[src/rtl/sram_like_slave.sv]
// In-order sram-like bus responder in front of a single-port synchronous RAM.
// Responses are buffered in a circular FIFO whose occupancy is bounded by the outstanding count.
module sram_like_slave #(
  parameter int ADDR_W  = 16,
  parameter int MAX_OUT = 4
) (
  input  logic              clk,
  input  logic              reset,
  input  logic              req,
  input  logic              wr,
  input  logic [1:0]        size,
  input  logic [31:0]       addr,
  input  logic [3:0]        wstrb,
  input  logic [31:0]       wdata,
  output logic              addr_ok,
  output logic              data_ok,
  output logic [31:0]       rdata,
  input  logic              req_stall,
  input  logic              resp_stall,
  output logic              ram_en,
  output logic [3:0]        ram_we,
  output logic [ADDR_W-1:0] ram_addr,
  output logic [31:0]       ram_wdata,
  input  logic [31:0]       ram_rdata
);

  localparam int PW = $clog2(MAX_OUT);
  localparam int CW = PW + 1;

  logic [CW-1:0] cnt;
  logic          p_v;
  logic          p_wr;
  logic [31:0]   fifo [MAX_OUT];
  logic [CW-1:0] wr_ptr;
  logic [CW-1:0] rd_ptr;
  logic          accept;
  logic          fifo_nonempty;
  logic          unused_bits;

  assign unused_bits = ^{size, addr[1:0], addr[31:ADDR_W+2]};

  // Slot availability looks only at the registered count, so a same-cycle pop frees nothing yet.
  assign addr_ok       = !reset && !req_stall && (cnt < CW'(MAX_OUT));
  assign accept        = req && addr_ok;
  assign fifo_nonempty = (wr_ptr != rd_ptr);
  assign data_ok       = !reset && !resp_stall && fifo_nonempty;
  assign rdata         = (!reset && fifo_nonempty) ? fifo[rd_ptr[PW-1:0]] : 32'h0;

  assign ram_en    = accept;
  assign ram_we    = (accept && wr) ? wstrb : 4'b0000;
  assign ram_addr  = accept ? addr[ADDR_W+1:2] : {ADDR_W{1'b0}};
  assign ram_wdata = accept ? wdata : 32'h0;

  always_ff @(posedge clk) begin
    if (reset) begin
      cnt <= '0;
    end else if (accept && !data_ok) begin
      cnt <= cnt + CW'(1);
    end else if (!accept && data_ok) begin
      cnt <= cnt - CW'(1);
    end else begin
      cnt <= cnt;
    end
  end

  always_ff @(posedge clk) begin
    if (reset) begin
      p_v  <= 1'b0;
      p_wr <= 1'b0;
    end else begin
      p_v  <= accept;
      p_wr <= accept ? wr : 1'b0;
    end
  end

  // Pointers carry one extra wrap bit so full and empty stay distinguishable.
  always_ff @(posedge clk) begin
    if (reset) begin
      wr_ptr <= '0;
      rd_ptr <= '0;
    end else begin
      if (p_v) begin
        wr_ptr <= wr_ptr + CW'(1);
      end else begin
        wr_ptr <= wr_ptr;
      end
      if (data_ok) begin
        rd_ptr <= rd_ptr + CW'(1);
      end else begin
        rd_ptr <= rd_ptr;
      end
    end
  end

  always_ff @(posedge clk) begin
    if (p_v && !reset) begin
      fifo[wr_ptr[PW-1:0]] <= p_wr ? 32'h0 : ram_rdata;
    end
  end

endmodule

[config.mk]
export PLATFORM = sky130hd
export DESIGN_NAME = sram_like_slave
export DESIGN_NICKNAME = d
export VERILOG_FILES = /design/src/rtl/sram_like_slave.sv
export SDC_FILE = /design/constraint.sdc
export NUM_CORES = 1
export LEC_CHECK = 0
export ABC_AREA = 0
export CORE_MARGIN = 4
export CORE_UTILIZATION = 47
export DETAILED_ROUTE_END_ITERATION = 8
export PLACE_DENSITY = 0.81
export SETUP_SLACK_MARGIN = 0.1
export SYNTH_ARGS = -nofsm -noshare
export SYNTH_HDL_FRONTEND = slang
export SYNTH_SLANG_ARGS = --single-unit
export TNS_END_PERCENT = 50
[constraint.sdc]
create_clock -name clk -period 2.8 [get_ports clk]
set_input_delay 0.56 -clock clk [delete_from_list [all_inputs] [get_ports clk]]
set_output_delay 0.56 -clock clk [all_outputs]
set_load 0.03 [all_outputs]
==> metrics <==
outcome=finished clean; Pre-antenna DRT Iters=4; max-cap violation count=0; Vias/cell=5.26; clk sinks=141; worst path bufs/invs=2; top-count cell post-synth=edfxtp_1; Placed Cells=727; Final Util=0.688; worst hold path class=reg -> reg; Die Width=122 um; Crit Path Class=reg -> out; cts bufs inserted=17; cts hold-fix bufs=0; PwrDens=699 nW/um2; largest net degree at the start of global routing=51; DP HPWL=9.75 mm; async set-reset flop share out of synthesis=0; library cells used by synthesis=31; CTS tree=yes; #FFs+latches synth=141; final std cells w/o fill=762; H-tree levels=4; largest family of logic cells by synthesized area=simple AND/OR/NAND/NOR gates; initial antenna violation count=0; routed length per placed instance=18.4 um; via count=4011; DR iter-0 viols=296; Clk Latency, worst-skew pair=0.41 ns; critical path's slowest cell=mux4_2; slew margin rel.=0.471; final setup vio count=0; syn avg cell area=16.3 um2; mapped cell area=6140 um2; worst path cell trace=buf_6 > mux4_2 > nor2b_1 > buf_4; first-pass GRT wire length=21.9 mm; Clock Path Buffers=2; Global Route Usage Sum=0.194; vias in the first global route=4230; yosys warns=0; clock root buffer=clkbuf_16; top cell type's share of synthesized area=0.626; WP data arrival=2.05 ns; Die Ht=122 um; proportion of synthesized area in mux cells=0.121; DRC violations left=0; CP Capture Type=output port; worst path required time=2.24 ns; Final Wtd Congestion=0.769; register area share after synthesis=0.668; share of layout cells above drive strength 1=0.320; area growth from synthesis to layout=42.5%; n_diodes=0; placeable core region=12700 um2; Mapped Nets=493; Final min period=2.61 ns; fin crit share=0.933; synthesized instance count=378; Fmax=0.383 GHz; Post-synth EDFFs=128; most frequent cells after synthesis=edfxtp_1, nor2b_1, and3_1; Compound-Gate Fraction of Synth Area=0.0112; I/O Buffers=176; Leak=0.00338 uW; max incr delay on CP=0.54 ns; die footprint=15000 um2; max-slew violations=0; Worst-path clk slew=0.06 ns; CP Launch Type=register; boundary pin count=195; post-synthesis xor/xnor area fraction=0.0143; GRT overflow=0; RSZ-0062 raised after global routing=yes; routed wire length=14.0 mm; Initial Utilization=0.483; largest area contributor in the netlist=edfxtp_1; Worst IR Drop VDD=0.467 mV; Synth area leaders=edfxtp_1, mux4_2, nor2b_1; worst-path maximum fanout=16; Tot Pwr=6120 uW; post-route ant nets=0; # rows=41; Slew @ Worst Pin=0.793 ns; skew final=0.00711 ns; post-synthesis adder-cell area fraction=0.0155; Synth Area in Simple Gates=0.147; nets=692; Synth Flop Type=edfxtp_1; Top delay family on crit path=multiplexers; Final Hold Fails=0
cells in the final DEF (no fill, tap or decap), types with 2 or more instances in the layout:
| master | count |
|---|---|
| and2_2 | 5 |
| nor2b_1 | 66 |
| dfxtp_2 | 2 |
| xnor2_1 | 3 |
| and3_1 | 48 |
| o21ai_0 | 6 |
| bufinv_16 | 4 |
| buf_4 | 102 |
| nand3_1 | 2 |
| ha_1 | 6 |
| clkinv_2 | 3 |
| buf_12 | 8 |
| clkbuf_16 | 17 |
| and2_1 | 4 |
| dlygate4sd2_1 | 2 |
| inv_6 | 2 |
| mux2i_1 | 2 |
| dfxtp_1 | 11 |
| and2b_1 | 2 |
| nand4_1 | 4 |
| inv_1 | 4 |
| edfxtp_1 | 128 |
| nand2_1 | 3 |
| nor2_1 | 6 |
| buf_6 | 4 |
| xor2_1 | 6 |
| mux4_2 | 32 |
| clkinvlp_4 | 4 |
| clkdlybuf4s50_1 | 88 |
where the power goes:
part | total (uW) | leakage [uW] | internal (uW) | switching, uW
Sequential | 2410 | 0.00126 | 2350 | 64.1
Clock | 2310 | 0.000293 | 1490 | 826
Combinational | 1390 | 0.00182 | 717 | 677
repair_timing:
item                                    CTS  global route
buffers inserted                          0             3
gates resized for setup                   5             8
endpoints found under the setup margin   24            56
sequential cells by signal, summed over array words and instances, names as in the netlist, named ones only:
| signal | cells |
|---|---|
| p_v | 1 |
| wr_ptr | 3 |
| fifo | 128 |
| rd_ptr | 3 |
| p_wr | 1 |
| cnt | 3 |
worst reg2reg max path, cell delays in order (launching register included):
cell	delay (ns)
dfxtp_1	0.34
xnor2_1	0.37
a31o_4	0.28
or2_1	0.12
ha_1	0.16
inv_1	0.06
fa_1	0.37
xor2_1	0.17
or3_1	0.32
a21oi_1	0.16
layer usage:
metal | GRT usage | routed length (um)
met1 | 0.231 | 5450
met2 | 0.331 | 7080
met3 | 0.0765 | 1310
met4 | 0.0497 | 188
met5 | 0 | 0
layout make-up:
type                            instances  area [um2]
Inverter                                4        15.0
Clock inverter                         15         195
Multi-Input combinational cell        208        1920
Timing Repair Buffer                  205        1880
Sequential cell                       141        4110
Tap cell                              172         215
Fill cell                             898        3970
Clock buffer                           17         425
worst paths after layout:
| kind | to | depth (start not counted) | start | slack, ns |
|---|---|---|---|---|
| max | rdata[14] | 4 | register | 0.19 |
| min | cnt[1]$_SDFFE_PP0P_ | 2 | cnt[1]$_SDFFE_PP0P_ | 0.55 |
| max reg2reg | cnt[2]$_SDFFE_PP0P_ | 9 | wr_ptr[2]$_SDFFE_PP0P_ | 0.38 |
| min reg2reg | cnt[1]$_SDFFE_PP0P_ | 2 | cnt[1]$_SDFFE_PP0P_ | 0.55 |
logic make-up after synthesis:
group / after synthesis
xor gates and xnor gates: 10
DFF: 141
AOI/OAI and AO/OA: 10
adders and majority gates: 7
muxes: 34
and+or+nand+nor: 147
buffers and inverters: 29
per-stage QoR:
stage	hold WS (ns)	cell area [um2]	setup TNS [ns]	setup slack, ns
final	0.551	8760	0	0.187
after detailed placement	0.539	8080	-0.0809	-0.0809
after global placement	0.514	8080	0	0.0245
after global routing	0.572	8760	0	0.0661
after CTS	0.550	8710	0	0.0894
after floorplan	0.469	6150	0	0.118
(Power assumes the default switching activity.)
